File: src/rtl/alu_cmd_driver.sv
// Queues ALU commands in a DEPTH-entry FIFO and issues them one at a time: holds operands for LAT cycles, then returns the result.
// Optional ALU_CMD_DRIVER_DIV0_TRAP_EN rejects divide/remainder by zero without issuing it.
module alu_cmd_driver #(
  parameter int DEPTH = 4,
  parameter int LAT   = 1
) (
  input  logic         clk,
  input  logic         rst_n,
  input  logic         cmd_valid,
  output logic         cmd_ready,
  input  logic [4:0]   cmd_sel,
  input  logic [63:0]  cmd_a,
  input  logic [63:0]  cmd_b,
  input  logic [3:0]   cmd_tag,
  output logic [4:0]   alu_sel,
  output logic [63:0]  alu_a,
  output logic [63:0]  alu_b,
  input  logic [127:0] alu_c,
  output logic         rsp_valid,
  input  logic         rsp_ready,
  output logic [127:0] rsp_data,
  output logic [3:0]   rsp_tag,
  output logic         rsp_err,
  output logic         busy
);

  localparam int AW = $clog2(DEPTH);
  localparam int CW = AW + 1;

  typedef struct packed {
    logic [4:0]  sel;
    logic [63:0] a;
    logic [63:0] b;
    logic [3:0]  tag;
  } cmd_t;

  typedef enum logic [1:0] {IDLE, ISSUE, RESP} state_t;

  cmd_t          fifo_q [DEPTH];
  logic [AW-1:0] wr_ptr_q, rd_ptr_q;
  logic [CW-1:0] cnt_q;
  state_t        state_q, state_d;
  logic [4:0]    alu_sel_q, alu_sel_d;
  logic [63:0]   alu_a_q, alu_a_d, alu_b_q, alu_b_d;
  logic [3:0]    hold_q, hold_d;
  logic [127:0]  rsp_data_q, rsp_data_d, cap;
  logic [3:0]    rsp_tag_q, rsp_tag_d;
  logic          rsp_err_q, rsp_err_d;
  logic          push, pop, reject, trap;
  cmd_t          head;

  assign cmd_ready = rst_n && (cnt_q != CW'(DEPTH));
  assign push      = cmd_valid && cmd_ready;
  assign head      = fifo_q[rd_ptr_q];

`ifdef ALU_CMD_DRIVER_DIV0_TRAP_EN
  assign trap = ((head.sel == 5'b00011) || (head.sel == 5'b00100)) && (head.b == 64'd0);
`else
  assign trap = 1'b0;
`endif
  assign reject = (head.sel > 5'b10110) || trap;

  // Only add and multiply produce results wider than 64 bits.
  always_comb begin
    case (alu_sel_q)
      5'b00000: cap = {63'd0, alu_c[64:0]};
      5'b00010: cap = alu_c;
      default:  cap = {64'd0, alu_c[63:0]};
    endcase
  end

  always_ff @(posedge clk) begin
    if (push) fifo_q[wr_ptr_q] <= '{sel: cmd_sel, a: cmd_a, b: cmd_b, tag: cmd_tag};
  end

  always_ff @(posedge clk or negedge rst_n) begin
    if (!rst_n) begin
      wr_ptr_q <= '0;
      rd_ptr_q <= '0;
      cnt_q    <= '0;
    end else begin
      if (push) wr_ptr_q <= wr_ptr_q + 1'b1;
      if (pop)  rd_ptr_q <= rd_ptr_q + 1'b1;
      if (push && !pop)      cnt_q <= cnt_q + 1'b1;
      else if (pop && !push) cnt_q <= cnt_q - 1'b1;
    end
  end

  always_comb begin
    state_d    = state_q;
    alu_sel_d  = alu_sel_q;
    alu_a_d    = alu_a_q;
    alu_b_d    = alu_b_q;
    hold_d     = hold_q;
    rsp_data_d = rsp_data_q;
    rsp_tag_d  = rsp_tag_q;
    rsp_err_d  = rsp_err_q;
    pop        = 1'b0;
    case (state_q)
      IDLE: begin
        if (cnt_q != '0) begin
          pop       = 1'b1;
          rsp_tag_d = head.tag;
          if (reject) begin
            rsp_data_d = '0;
            rsp_err_d  = 1'b1;
            state_d    = RESP;
          end else begin
            alu_sel_d = head.sel;
            alu_a_d   = head.a;
            alu_b_d   = head.b;
            hold_d    = '0;
            state_d   = ISSUE;
          end
        end
      end
      ISSUE: begin
        if (hold_q == 4'(LAT - 1)) begin
          rsp_data_d = cap;
          rsp_err_d  = 1'b0;
          state_d    = RESP;
        end else begin
          hold_d = hold_q + 1'b1;
        end
      end
      RESP: begin
        if (rsp_ready) state_d = IDLE;
      end
      default: state_d = IDLE;
    endcase
  end

  always_ff @(posedge clk or negedge rst_n) begin
    if (!rst_n) begin
      state_q    <= IDLE;
      alu_sel_q  <= '0;
      alu_a_q    <= '0;
      alu_b_q    <= '0;
      hold_q     <= '0;
      rsp_data_q <= '0;
      rsp_tag_q  <= '0;
      rsp_err_q  <= 1'b0;
    end else begin
      state_q    <= state_d;
      alu_sel_q  <= alu_sel_d;
      alu_a_q    <= alu_a_d;
      alu_b_q    <= alu_b_d;
      hold_q     <= hold_d;
      rsp_data_q <= rsp_data_d;
      rsp_tag_q  <= rsp_tag_d;
      rsp_err_q  <= rsp_err_d;
    end
  end

  assign alu_sel   = alu_sel_q;
  assign alu_a     = alu_a_q;
  assign alu_b     = alu_b_q;
  assign rsp_valid = (state_q == RESP);
  assign rsp_data  = rsp_data_q;
  assign rsp_tag   = rsp_tag_q;
  assign rsp_err   = rsp_err_q;
  assign busy      = (cnt_q != '0) || (state_q != IDLE);

endmodule

File: config.mk
export PLATFORM = sky130hd
export DESIGN_NAME = alu_cmd_driver
export DESIGN_NICKNAME = d
export VERILOG_FILES = /design/src/rtl/alu_cmd_driver.sv
export SDC_FILE = /design/constraint.sdc
export NUM_CORES = 1
export LEC_CHECK = 0
export ABC_AREA = 1
export BUFFER_PORTS_ARGS = -buffer_cell sky130_fd_sc_hd__buf_2
export CORE_ASPECT_RATIO = 0.5
export CORE_UTILIZATION = 50
export DETAILED_ROUTE_END_ITERATION = 16
export GPL_ROUTABILITY_DRIVEN = 0
export PLACE_DENSITY = 0.72
export REMOVE_ABC_BUFFERS = 1
export SYNTH_ARGS = -nofsm -noshare
export SYNTH_HDL_FRONTEND = slang
export SYNTH_SLANG_ARGS = --single-unit
File: constraint.sdc
create_clock -name clk -period 8.8 [get_ports clk]
set_input_delay 1.32 -clock clk [delete_from_list [all_inputs] [get_ports clk]]
set_output_delay 1.32 -clock clk [all_outputs]
set_load 0.1 [all_outputs]
## Yosys cells after proc, flatten, opt, wreduce, memory -nomap -nowiden

Memory sizes are Yosys's and may differ from the RTL's.
Index checks and enable logic that the tools add are counted.

- Reduce and logical (&&, ||, !) cells: 19
- Magnitude comparators: 1
- Div/mod/pow operators: 0
- Bitwise gates (word level): 1
- $add $sub $neg: 5
- Muxes and demuxes: 24
- Eq/ne operators: 10
- $mul: 0
- Shifts and indexed selects: 0

Operator list:

| kind | count |
|---|---|
| 128-bit one-hot mux with 2 select lines | 2 |
| 128-bit 2-to-1 mux | 3 |
| 4-bit 2-to-1 mux | 3 |
| 2-bit != test, second input constant | 5 |
| 2-bit 2-to-1 mux | 4 |
| 4-bit one-hot mux with 2 select lines | 1 |
| 4-bit AND reduction | 2 |
| 1-bit 2-to-1 mux | 7 |
| 3-bit 2-to-1 mux | 2 |
| 2-bit one-hot mux with 3 select lines | 1 |
| 3-bit AND reduction | 2 |
| 2-bit nonzero test | 3 |
| 5-bit by 2-bit == test with 1-bit output, second input constant | 1 |
| 5-bit > comparator, second input constant | 1 |
| 5-bit logical NOT | 1 |
| 2-bit by 1-bit adder with 2-bit output, second input constant | 2 |
| 4-bit by 1-bit adder with 4-bit output, second input constant | 1 |
| 1-bit logical AND | 4 |
| 4-bit logical NOT | 1 |
| 3-bit by 1-bit adder with 3-bit output, second input constant | 1 |
| 3-bit != test, second input constant | 1 |
| 3-bit nonzero test | 1 |
| 3-bit by 1-bit subtractor with 3-bit output, second input constant | 1 |
| 2-bit by 1-bit == test with 1-bit output, second input constant | 1 |
| other kinds (8) | 9 |

- ROM bits: 0
- Bits in writable memories: 548
- Latch bits: 0
- Memories kept: 1
- Flip-flop bits (word level): 279
- Output and inout bits: 269
- Input port bits: 269

Memory list:

| name | words | bits a word | rd ports | clocked after Yosys merged registers in | write ports | line | source |
|---|---|---|---|---|---|---|---|
| fifo_q | 4 | 137 | 1 | 0 | 1 | 39 | `cmd_t fifo_q [DEPTH];` |

## Logic depth before layout (Yosys ltp)

- Word-level depth: 7
- Mapped depth: 15
- Depth with buffers taken out: 12

## Worst setup path after synthesis

Ideal clock, no wire load.

- Kind: in2reg
- Start: input rst_n
- End: memory fifo_q[0][0] in the netlist's numbering, enable pin
- Path slack: -1803 ps
- Arrival: 9969 ps
- Data required time: 8166 ps
- Stages on the path: 3
- Path buffers: 0
- Cells stage by stage: a21boi_0 -> nand2_1 -> nor2_1

- Cells in the longest elaborated chain, start to end: 4

RTL lines:

| element | line | source |
|---|---|---|
| from (decl) | 8 | `input logic rst_n,` |
| 1-bit logical AND | 52 | `assign cmd_ready = rst_n && (cnt_q != CW'(DEPTH));` |
| 1-bit logical AND | 53 | `assign push = cmd_valid && cmd_ready;` |
| 1-bit 2-to-1 mux | 73 | `if (push) fifo_q[wr_ptr_q] <= '{sel: cmd_sel, a: cmd_a, b: cmd_b, tag: cmd_tag};` |
| 1-bit 2-to-1 mux (not written as such) | 73 |  |
| to (decl) | 39 |  |

No other way between the ends.

## Final worst setup path

- Start: register rd_ptr_q[1]
- End: register rsp_data_q[65] (netlist: rsp_data[65])

- Cells in the longest elaborated chain, start to end: 4

RTL lines:

| element | line | source |
|---|---|---|
| from (decl) | 40 | `logic [AW-1:0] wr_ptr_q, rd_ptr_q;` |
| from (signal assigned) | 83 | `if (pop) rd_ptr_q <= rd_ptr_q + 1'b1;` |
| memory 4 x 137 bit | - |  |
| 5-bit > comparator | 61 | `assign reject = (head.sel > 5'b10110) \|\| trap;` |
| 2-bit != test (no source line) | - |  |
| 4-bit AND reduction (no source line) | - |  |
| to (signal assigned) | 149 | `rsp_data_q <= rsp_data_d;` |
| to (decl) | 46 | `logic [127:0] rsp_data_q, rsp_data_d, cap;` |

No other way between the ends.
A chain may end at the register's enable or synchronous reset.

==> flow_summary.toml <==
[run_status]
status = "finished clean"

[layout]
final_common_cell = "nand2_1"
finalNetCount = 3454
most-common-layout-cells = "nand2_1, edfxtp_1, buf_2"
area_delta_synth_final_pct = 17.2
fill_cells = 5085
drive_gt1_frac = 0.213

[synth]
synth-seq-area-share = 0.734
synth_area_um2 = 31900
yosys.area.top_type = "edfxtp_1"
avgSynthCellArea_um2 = 11.7
synth_seq_cells = 827
syn_inst = 2726
synth_top_area_share = 0.515
yosys-top-cells-area = "edfxtp_1, dfrtp_1, nand2_1, nand3_1, o21ai_0"
yosysUniqueCellTypes = 30
synth_warnings = 0

[clock_tree]
cts_tree = "built"
ctsHtreeMaxLevel = 3
max-clock-path-buffers = 3
cts.clk_slew.worst_paths_ns = 0.07
cts_num_sinks = 827
post_cts_resize_count = 0
clkLatencyLatePin_ns = 0.62
root_buffer = "clkbuf_16"
hold_buffers = 0
post_cts_buffers = 0
cts_inserted_buffers = 72

[worst_setup_path]
crit_path_end = "rsp_data[65]"
timing.rr.start = "rd_ptr_q[1]"
worstPathRequired_ns = 9.34
cp-startpoint = "rd_ptr_q[1]"
cp_max_fo = 72
arrival_ns = 5.78
rr_endpoint = "rsp_data[65]"
r2r_slack_ns = 3.56
cp-end-kind = "register"
reg2reg_depth = 12
worstSetupPathType = "reg -> reg"
worstSetupStartpointType = "register"

[sta]
skew_ns = 0.0210
finalSetupViolCount = 0
max_freq_ghz = 0.191
min_period_over_period = 0.596
max_slew_margin = 0.244
tightest_slew_ns = 1.13
min_period_ns = 5.24
hold_viol_final = 0
rsz0062_at_grt = "false"
slew_violations = 0
whs_ns = 0.465

[grt]
grt_start_max_net_pins = 164
grt-ovfl-total = 0
grtUsageTotal = 0.237
antenna_found_initial = 23
grt_pass1_vias = 21683
grt_pass1_wl_um = 121000

[routing]
totalWireLength_um = 78200
first_pass_iters = 5
avgViaCountPerCell = 5.42
drt_iter0_drc = 1847
drc = 0
via_count = 22197
antenna_left = 0
wl_per_cell_um = 19.1

[floorplan]
start_util = 0.506
die_w_um = 359
core.rowCount = 65
coreArea_um2 = 63100
dieArea_um2 = 65000
io_pins = 538
dieHeight_um = 181

[hold_path]
hold_path_class = "reg -> reg"
hold_start = "alu_b[60]"

[placement]
hpwl_um = 43900
port_buffers = 537

[job]
maxCapViolations = 0
## logic make-up after synthesis
| kind of cell | share of synthesized area |
|---|---|
| simple gates | 0.152 |
| compound gates | 0.0697 |
| buf+inv | 0.0388 |
| xor+xnor | 0.00165 |
| mux | 0.000353 |
| fa+ha+maj | 0.00337 |
| flops | 0.734 |
## critical path, stage by stage (launching register included)
cell,delay [ns]
dfrtp_4,0.98
clkinv_2,0.86
nand3_1,0.30
nand2_1,0.09
nand3_1,0.09
nand2_1,0.10
nand2_4,0.73
nand2_2,0.06
buf_4,0.35
nand2_4,0.61
buf_4,0.66
nand2_1,0.12
nand2_1,0.09
## cell type report
class	instances	area, um^2	area share
Inverter	98	374	0.00999
Clock inverter	32	269	0.00718
Multi-Input combinational cell	1619	7320	0.195
Timing Repair Buffer	559	2910	0.0778
Clock buffer	101	2020	0.0540
Sequential cell	827	23400	0.626
Tap cell	837	1050	0.0280
Antenna cell	21	52.6	0.00140
## state kept, by name (all words and copies together), names as in the netlist, 3 cells and up
name and cells:
fifo_q 548, rsp_data 128, alu_a 64, alu_b 64
alu_sel 5, hold_q 4, rsp_tag 4, cnt_q 3
## stage by stage
step	TNS [ns]	instance area, um^2	utilization	cells	setup WS [ns]
floorplan	-1674.65	31100	-	2544	-3.06
global placement	0	35100	0.556	3940	3.58
detailed placement	0	35100	0.556	3940	3.51
CTS	0	37400	0.592	4073	3.46
global route	0	37400	0.593	4094	3.12
finish	0	37400	0.593	4094	3.56
## synthesized netlist by cell type
master and number:
inv_1 93, xor2_1 4, inv_2 5, edfxtp_1 548, buf_4 8, a21oi_1 2, nand2_1 557, nor2_2 1
o22ai_2 1, o22ai_1 128, nand3_1 274, clkbuf_1 102, ha_1 7, buf_1 10, o21ai_2 1, buf_2 49
fa_1 1, mux2_2 1, buf_6 13, o21ai_0 268, a31oi_1 4, nor3b_2 1, dfrtp_1 279, nor2_4 1
xnor2_1 2, nand4_1 3, nor2_1 354, nand2_2 4, a21boi_0 1, o21ai_1 4
## worst min path at each step
stage | endpoint | slack (ns) | cells past startpoint
finish | alu_b[60] | 0.46 | 2
global route | alu_a[32] | 0.48 | 2
floorplan | hold_q[3] | 0.48 | 2
CTS | rsp_data[41] | 0.47 | 2
global placement | alu_a[32] | 0.45 | 2
detailed placement | rsp_data[25] | 0.45 | 2
## metal layers
layer	up-vias	track usage	routed length (um)
li1	10333	-	-
met1	10965	0.296	31000
met2	724	0.414	40400
met3	171	0.0302	3720
met4	4	0.113	2990
met5	-	0	22
Power is left out: the tool's default activity adds up to more than one toggle a clock period on the data nets, which glitch-free logic cannot reach.
